### config.mk
export PLATFORM = sky130hd
export DESIGN_NAME = mod_sched_flat
export DESIGN_NICKNAME = d
export VERILOG_FILES = /design/src/rtl/mod_sched_if.sv /design/src/rtl/mod_sched.sv /design/src/flat_wrapper.sv
export SDC_FILE = /design/constraint.sdc
export NUM_CORES = 1
export LEC_CHECK = 0
export CORE_UTILIZATION = 35
export DETAILED_ROUTE_END_ITERATION = 8
export PLACE_DENSITY = 0.58
export RECOVER_POWER = 50
export SLEW_MARGIN = 15
export SYNTH_ARGS = -nofsm -noshare
export SYNTH_HDL_FRONTEND = slang
export SYNTH_SLANG_ARGS = --single-unit
### constraint.sdc
create_clock -name clk -period 2.9 [get_ports clk]
set_input_delay 0.58 -clock clk [delete_from_list [all_inputs] [get_ports clk]]
set_output_delay 0.58 -clock clk [all_outputs]
set_load 0.1 [all_outputs]
### src/rtl/mod_sched_if.sv
// Operand/result bundle between the two requesters, the modulo scheduler and its consumers.
interface mod_sched_if #(
    parameter int WIDTH = 8
);
    logic             req0;
    logic [WIDTH-1:0] a0;
    logic [WIDTH-1:0] b0;
    logic             req1;
    logic [WIDTH-1:0] a1;
    logic [WIDTH-1:0] b1;
    logic             ack0;
    logic             ack1;
    logic [WIDTH-1:0] res;
    logic [WIDTH-1:0] quot;
    logic             res_id;
    logic             res_valid;
    logic             err;
    logic             busy;

    modport master (
        output req0, a0, b0, req1, a1, b1,
        input  ack0, ack1, res, quot, res_id, res_valid, err, busy
    );

    modport slave (
        input  req0, a0, b0, req1, a1, b1,
        output ack0, ack1, res, quot, res_id, res_valid, err, busy
    );
endinterface

### src/rtl/mod_sched.sv
// Round-robin arbiter feeding a shared repeated-subtraction modulo engine.
// Returns remainder, quotient and owner ID with a one-cycle valid pulse.
module mod_sched #(
    parameter int WIDTH = 8
) (
    input  logic        clk,
    input  logic        reset,
    mod_sched_if.slave  bus
);
    typedef enum logic [1:0] {
        IDLE = 2'd0,
        COMP = 2'd1,
        SUB  = 2'd2,
        DONE = 2'd3
    } state_t;

    state_t           state_q;
    logic [WIDTH-1:0] r_q;
    logic [WIDTH-1:0] d_q;
    logic [WIDTH-1:0] q_q;
    logic             id_q;
    logic             last_q;
    logic             ack0_q;
    logic             ack1_q;
    logic [WIDTH-1:0] res_q;
    logic [WIDTH-1:0] quot_q;
    logic             res_id_q;
    logic             res_valid_q;
    logic             err_q;
    logic             busy_q;

    logic             grant_d;
    logic             any_req;

    // With both requesting, the one not served last time wins.
    always_comb begin
        grant_d = 1'b0;
        if (bus.req0 && bus.req1) begin
            grant_d = ~last_q;
        end else if (bus.req1) begin
            grant_d = 1'b1;
        end
    end

    assign any_req = bus.req0 | bus.req1;

    always_ff @(posedge clk or negedge reset) begin
        if (!reset) begin
            state_q     <= IDLE;
            r_q         <= '0;
            d_q         <= '0;
            q_q         <= '0;
            id_q        <= 1'b0;
            last_q      <= 1'b1;
            ack0_q      <= 1'b0;
            ack1_q      <= 1'b0;
            res_q       <= '0;
            quot_q      <= '0;
            res_id_q    <= 1'b0;
            res_valid_q <= 1'b0;
            err_q       <= 1'b0;
            busy_q      <= 1'b0;
        end else begin
            ack0_q      <= 1'b0;
            ack1_q      <= 1'b0;
            res_valid_q <= 1'b0;
            case (state_q)
                IDLE: begin
                    if (any_req) begin
                        r_q     <= grant_d ? bus.a1 : bus.a0;
                        d_q     <= grant_d ? bus.b1 : bus.b0;
                        q_q     <= '0;
                        id_q    <= grant_d;
                        last_q  <= grant_d;
                        ack0_q  <= ~grant_d;
                        ack1_q  <= grant_d;
                        busy_q  <= 1'b1;
                        state_q <= COMP;
                    end
                end
                COMP: begin
                    // A zero divisor finishes immediately with the dividend as remainder.
                    if (d_q == '0 || r_q < d_q) begin
                        res_q       <= r_q;
                        quot_q      <= q_q;
                        res_id_q    <= id_q;
                        err_q       <= (d_q == '0);
                        res_valid_q <= 1'b1;
                        state_q     <= DONE;
                    end else begin
                        state_q <= SUB;
                    end
                end
                SUB: begin
                    r_q     <= r_q - d_q;
                    q_q     <= q_q + 1'b1;
                    state_q <= COMP;
                end
                DONE: begin
                    busy_q  <= 1'b0;
                    state_q <= IDLE;
                end
                default: begin
                    busy_q  <= 1'b0;
                    state_q <= IDLE;
                end
            endcase
        end
    end

    assign bus.ack0      = ack0_q;
    assign bus.ack1      = ack1_q;
    assign bus.res       = res_q;
    assign bus.quot      = quot_q;
    assign bus.res_id    = res_id_q;
    assign bus.res_valid = res_valid_q;
    assign bus.err       = err_q;
    assign bus.busy      = busy_q;
endmodule

### src/flat_wrapper.sv
// flat-port wrapper written by rule: the top's interface ports become plain ports
module mod_sched_flat 
#(
    parameter int WIDTH = 8
)
  (clk, reset, bus_req0, bus_a0, bus_b0, bus_req1, bus_a1, bus_b1, bus_ack0, bus_ack1, bus_res, bus_quot, bus_res_id, bus_res_valid, bus_err, bus_busy);
  mod_sched_if #(.WIDTH(WIDTH)) bus_i ();
  input  logic clk;
  input  logic reset;
  input wire logic [$bits(bus_i.req0)-1:0] bus_req0;
  input wire logic [$bits(bus_i.a0)-1:0] bus_a0;
  input wire logic [$bits(bus_i.b0)-1:0] bus_b0;
  input wire logic [$bits(bus_i.req1)-1:0] bus_req1;
  input wire logic [$bits(bus_i.a1)-1:0] bus_a1;
  input wire logic [$bits(bus_i.b1)-1:0] bus_b1;
  output wire logic [$bits(bus_i.ack0)-1:0] bus_ack0;
  output wire logic [$bits(bus_i.ack1)-1:0] bus_ack1;
  output wire logic [$bits(bus_i.res)-1:0] bus_res;
  output wire logic [$bits(bus_i.quot)-1:0] bus_quot;
  output wire logic [$bits(bus_i.res_id)-1:0] bus_res_id;
  output wire logic [$bits(bus_i.res_valid)-1:0] bus_res_valid;
  output wire logic [$bits(bus_i.err)-1:0] bus_err;
  output wire logic [$bits(bus_i.busy)-1:0] bus_busy;
  assign bus_i.req0 = bus_req0;
  assign bus_i.a0 = bus_a0;
  assign bus_i.b0 = bus_b0;
  assign bus_i.req1 = bus_req1;
  assign bus_i.a1 = bus_a1;
  assign bus_i.b1 = bus_b1;
  assign bus_ack0 = bus_i.ack0;
  assign bus_ack1 = bus_i.ack1;
  assign bus_res = bus_i.res;
  assign bus_quot = bus_i.quot;
  assign bus_res_id = bus_i.res_id;
  assign bus_res_valid = bus_i.res_valid;
  assign bus_err = bus_i.err;
  assign bus_busy = bus_i.busy;
  mod_sched #(.WIDTH(WIDTH)) u_core (.clk(clk), .reset(reset), .bus(bus_i));
endmodule
# [Yosys cells after proc, flatten, opt, wreduce, memory -nomap -nowiden]
# Cells that the tools add are included.
[classes] eq_ne=4 n_lt_le_gt_ge=1 mux=19 n_reduce_logical=10 bitwise=3 add_sub_neg=2
[op_table] op="$mux W8" n=4
[op_table] op="$pmux W8 S2" n=2
[op_table] op="$mux W1" n=10
[op_table] op="$add A8 B1 Y8 const B" n=1
[op_table] op="$logic_not A8 Y1" n=1
[op_table] op="$lt A8 B8 Y1" n=1
[op_table] op="$pmux W2 S4" n=1
[op_table] op="$reduce_and A2 Y1" n=4
[op_table] op="$sub A8 B8 Y8" n=1
[op_table] op="$eq A2 B2 Y1 const B" n=2
[op_table] op="$reduce_bool A2 Y1" n=2
[op_table] op="$eq A2 B1 Y1 const B" n=1
[op_table] op="$logic_not A2 Y1" n=1
[op_table] op="$mux W2" n=1
[op_table] op="$ne A2 B1 Y1 const B" n=1
[op_table] op="$not A1 Y1" n=2
[op_table] op="$pmux W1 S2" n=1
[op_table] op="$logic_and A1 B1 Y1" n=1
[op_table] op="$logic_or A1 B1 Y1" n=1
[op_table] op="$or A1 B1 Y1" n=1
[totals] elab_cells=53 in_bits=36 register_bits=50

# [Depth between registers and ports, before layout]
[logic_depth] word_depth=5 ltp_mapped=9 depth_no_buf=8

# [Worst setup path after synthesis]
# Ideal clock, no wire load.
[synth_path] path_kind="register -> register" from="register u_core.d_q[0]" to="register u_core.quot_q[7] (netlist: u_core.bus.quot[7])" arrival_ps=2048 path_buffers=1 path_slack_ps=725 required_ps=2774 synth_period_minus_slack_ps=2175 path_stages_with_launch=9 cell_sequence="dfrtp_1 -> ha_1 -> fa_1 -> nand2b_1 -> a21oi_2 -> o211a_4 -> o21ai_4 -> buf_12 -> mux2_4"
[synth_between] elab_chain_len=3 elab_cells_between_ends=4
[synth_lines] element="start, declared" line="mod_sched.sv:19" rtl="logic [WIDTH-1:0] d_q;"
[synth_lines] element="start signal, assigned" line="mod_sched.sv:71" rtl="d_q <= grant_d ? bus.b1 : bus.b0;"
[synth_lines] element="$lt A8 B8 Y1 or $logic_not A8 Y1 (tied branches)" line="mod_sched.sv:83" rtl="if (d_q == '0 || r_q < d_q) begin"
[synth_lines] element="$logic_or A1 B1 Y1 *" line="mod_sched.sv:83"
[synth_lines] element="$reduce_and A2 Y1 (no source line) *"
[synth_lines] element="end signal, assigned" line="mod_sched.sv:85" rtl="quot_q <= q_q;"
[synth_lines] element="end, declared" line="mod_sched.sv:26" rtl="logic [WIDTH-1:0] quot_q;"
# Mark *: on every way between the ends. The rest lies on a longest branch, timed or not.
# A chain may end at the register's enable or synchronous reset.

# [Worst setup path after layout]
[layout_path] from="register u_core.r_q[0]" to="register u_core.res_q[6] (netlist: u_core.bus.res[6])"
[layout_between] elab_chain_len=3
[layout_lines] element="start, declared" line="mod_sched.sv:18" rtl="logic [WIDTH-1:0] r_q;"
[layout_lines] element="start signal, assigned" line="mod_sched.sv:70" rtl="r_q <= grant_d ? bus.a1 : bus.a0;"
[layout_lines] element="start signal, assigned" line="mod_sched.sv:95" rtl="r_q <= r_q - d_q;"
[layout_lines] element="$lt A8 B8 Y1" line="mod_sched.sv:83"
[layout_lines] element="$logic_or A1 B1 Y1" line="mod_sched.sv:83"
[layout_lines] element="$reduce_and A2 Y1 (no source line)"
[layout_lines] element="end signal, assigned" line="mod_sched.sv:84" rtl="res_q <= r_q;"
[layout_lines] element="end, declared" line="mod_sched.sv:25" rtl="logic [WIDTH-1:0] res_q;"
# Every way passes these cells.

==> impl_results.md <==
* Status: completed
* Final global-route overflow total at 0
* First-pass detailed-route iteration total at 4
* Slew headroom at 21.9%
* Number of enable flip-flop cells after synthesis at 0
* Type of destination of the critical path: register
* Initial drt markers at 73
* Final setup skew at 0.00584 ns
* Final cell area excluding filler cells at 3230 um2
* Number of cells upsized or downsized after cts at 0
* Vias in the first global route at roughly 1800
* Count of final setup violators at 0
* Core area at 6910 um2
* Placed standard-cell area at 3170 um2
* Launching element type of the critical path: register
* Cts-stage hold buffer count at 0
* CTS tree: built
* First-pass GRT wire length at 9230 um
* Area of the mapped netlist at 2540 um2
* Synth Area in Compound Gates at 14.9%
* Post-synthesis average cell area at 11.1 um2
* Top post-synthesis cells by area: dfrtp_1, mux2i_1, mux2_4
* Lkg Pwr at 1.48 nW
* Setup slack after layout at 0.370 ns
* Critical path required time at 3.10 ns
* Detailed placement HPWL at 4200 um
* Post-Place Setup Slack at ~0.31 ns
* Crit-path cells: inv_1, ha_1, fa_1, nand2b_1, a21oi_2, o211a_4, o21ai_4, mux2_2
* Starting utilization of the core area at 36.8%
* Buffer count from post-CTS setup fixing at 0
* Number of ports placed on the die boundary at between 50 and 60
* Standard cell with the maximum stage delay on the critical path: o21ai_4
* Dominant combinational cell family by area after synthesis: multiplexers
* Reg-to-reg endpoint: u_core.bus.res[6]$_DFFE_PN0P_
* Crit-path leading delay family: compound AO/OA/AOI/OAI gates
* Worst path max stage delay at 0.65 ns
* Share of the synthesized area in the top cell type at 48.2%
* Synthesized netlist net count at ~280
* Predominant post-synthesis flop cell: dfrtp_1
* Pin count of the biggest net entering global routing at 24
* Maximum buffer depth of the clock tree at 2
* Share of the clock period used by the worst path at 87.2%
* Fraction of registers with async set or reset after synthesis at 100%
* Vert. Die Dim at 87.3 um
* Width of the die at roughly 87 um
* Number of instances in the synthesized netlist at 229
* Remaining antenna violation count at 0
* Routed wire length per instance at around 15 um
* Number of cells on the critical path at 8
* Number of rows in the core area at 30
* Die Footprint at about 7600 um2
* Synthesized-area fraction occupied by xor and xnor cells at 1.03%
* Number of sinks handled by clock tree synthesis at 50
* IR Drop Worst-Case VDD at 0.000594 V
* R2r setup slk at around 0.37 ns
* Crit Reg-Reg Startpoint: u_core.r_q[0]$_DFFE_PN0P_
* Final Hold Fails at 0
* Bufs and invs on worst path at 1
* Root buf cell: clkbuf_8
* Synthesis-to-layout area growth at 27.2%
* Ratio of cells with drive above 1 in the final layout at approximately 18%
* Detail-routed via count per cell at 4.83
* Category of the most critical setup path: register to register
* Overall routed net length at 5630 um
* Total number of yosys warnings at 0
* Final Wtd Congestion at 0.768
* Max Cap Violations at 0
* Total inserted antenna cells at 0
* Number of unique standard cell types used by synthesis at 47
* Simple-gate share of the synthesized area at about a tenth
* Arithmetic-cell share of the synthesized area counting full adders, half adders and majority gates at around 5.2%
* Nets at between 300 and 400
* Via count at 1869
* Power density relative to cell area at 1300 nW/um2
* H-tree depth at 2
* Final-layout setup total negative slack at 0 ns
* Number of max-slew violations in the final report at 0
* Inserted Clock Buffers at 5
* Clock period minus worst slack at 2.53 ns
* Post-route DRC violation count at 0
* Worst-margin pin slew at 1.18 ns
* Dominant cell type by area after synthesis: dfrtp_1
* Overall routing resource usage at 16.1%
* Synth Register Bits at 50
* Clock latency at the later pin of the worst-skew pair at about 0.31 ns
* Kind of path behind the tightest hold check: input pin to asynchronous set/reset pin
* Setup repair after global routing missed its margin: no
* Clock transition time at the flip-flop clock pins of the worst setup and hold paths at 0.10 ns
* Highest fanout seen on the critical path at 19
* Depth of the worst register-to-register path at 8
* Port Buffer Count at between 50 and 60
* Arrival time of the worst setup path at 2.73 ns
* Share of synthesized area occupied by flip-flops and latches at 49.2%
* Antenna violations before repair at 0
* Share of cell area taken by muxes after synthesis at around 16%
* Max Fclk at 0.395 GHz
## registers in the layout (all words and copies together) (netlist names)
register / count
u_core.bus.ack0: 1
u_core.bus.ack1: 1
u_core.bus.busy: 1
u_core.bus.err: 1
u_core.bus.quot: 8
u_core.bus.res: 8
u_core.bus.res_id: 1
u_core.bus.res_valid: 1
u_core.d_q: 8
u_core.id_q: 1
u_core.last_q: 1
u_core.q_q: 8
u_core.r_q: 8
u_core.state_q: 2
## Yosys cell counts, drive strengths merged (2+ instances only)
cell / n
o221ai: 2
clkbuf: 5
o211ai: 6
mux2: 17
xor2: 3
dfrtp: 49
nand2: 23
nor3: 2
ha: 9
and2: 2
o21a: 2
a21o: 4
mux2i: 18
inv: 12
nor2: 12
a21oi: 4
nand4: 2
nor4: 2
nand2b: 4
nand3: 5
buf: 3
o21ai: 25
o31ai: 3
## final cells by class
| type | instances | area [um2] |
|---|---|---|
| Clock buffer | 5 | 68.8 |
| Clock inverter | 3 | 43.8 |
| Fill cell | 668 | 3670 |
| Inverter | 12 | 45.0 |
| Multi-Input combinational cell | 159 | 1200 |
| Sequential cell | 50 | 1250 |
| Tap cell | 96 | 120 |
| Timing Repair Buffer | 62 | 505 |
## power by group
group	switching (mW)	internal, mW	leakage [nW]	total [mW]
sequential	0.212	0.971	0.631	1.18
clock	0.247	0.259	0.0585	0.506
combinational	1.64	0.877	0.792	2.51
## worst max path at each step
stage                              startpoint                        endpoint  slack, ns
floorplan           u_core.d_q[0]$_DFFE_PN0P_  u_core.bus.quot[7]$_DFFE_PN0P_       0.73
CTS                 u_core.r_q[0]$_DFFE_PN0P_   u_core.bus.res[6]$_DFFE_PN0P_       0.34
detailed placement                   bus_req1       u_core.r_q[0]$_DFFE_PN0P_       0.31
global route        u_core.d_q[5]$_DFFE_PN0P_  u_core.bus.quot[3]$_DFFE_PN0P_       0.26
finish              u_core.r_q[0]$_DFFE_PN0P_   u_core.bus.res[6]$_DFFE_PN0P_       0.37
global placement                     bus_req1       u_core.r_q[0]$_DFFE_PN0P_       0.35
## cell families after synthesis
kind of cell,Yosys count
fa+ha+maj,10
flops,50
compound gates,55
buf+inv,20
xor+xnor,3
mux,35
simple gates,56
## worst register-to-register path, cell delays in order, from the launching register on
cell,delay (ns)
dfrtp_1,0.40
inv_1,0.06
ha_1,0.17
fa_1,0.22
nand2b_1,0.16
a21oi_2,0.09
o211a_4,0.24
o21ai_4,0.65
mux2_2,0.42
## metal layers
metal  track usage, %  routed length [um]  vias up
met2             24.1                2490       45
met3             3.89                 258        5
met5                0                   0        -
li1                 -                   -      936
met1             23.1                2820      883
met4             4.47                  61        0
## stage by stage
stage	total power, mW	instances	hold slack (ns)	util [%]
2_1_floorplan	3.23	229	0.284	-
3_3_place_gp	3.74	379	0.460	45.9
3_5_place_dp	3.77	379	0.471	45.9
4_1_cts	4.28	387	0.187	47.5
5_1_grt	4.50	387	0.437	46.8
6_report	4.20	387	0.376	46.8
## layout by cell type, fill, tap and decap left out, types with 3 or more instances in the layout
cell type	synthesis	layout
a21o_1	3	3
a21oi_1	3	3
buf_4	0	16
clkbuf_1	5	12
clkbuf_8	0	5
clkdlybuf4s50_1	0	33
dfrtp_1	49	49
ha_1	9	9
inv_1	11	11
mux2_2	9	9
mux2_4	8	8
mux2i_1	18	18
nand2_1	23	23
nand2b_1	4	4
nand3_1	5	5
nor2_1	11	12
o211ai_1	5	5
o21ai_0	23	23
o31ai_1	3	3
xor2_1	3	3
(Power assumes the default switching activity.)
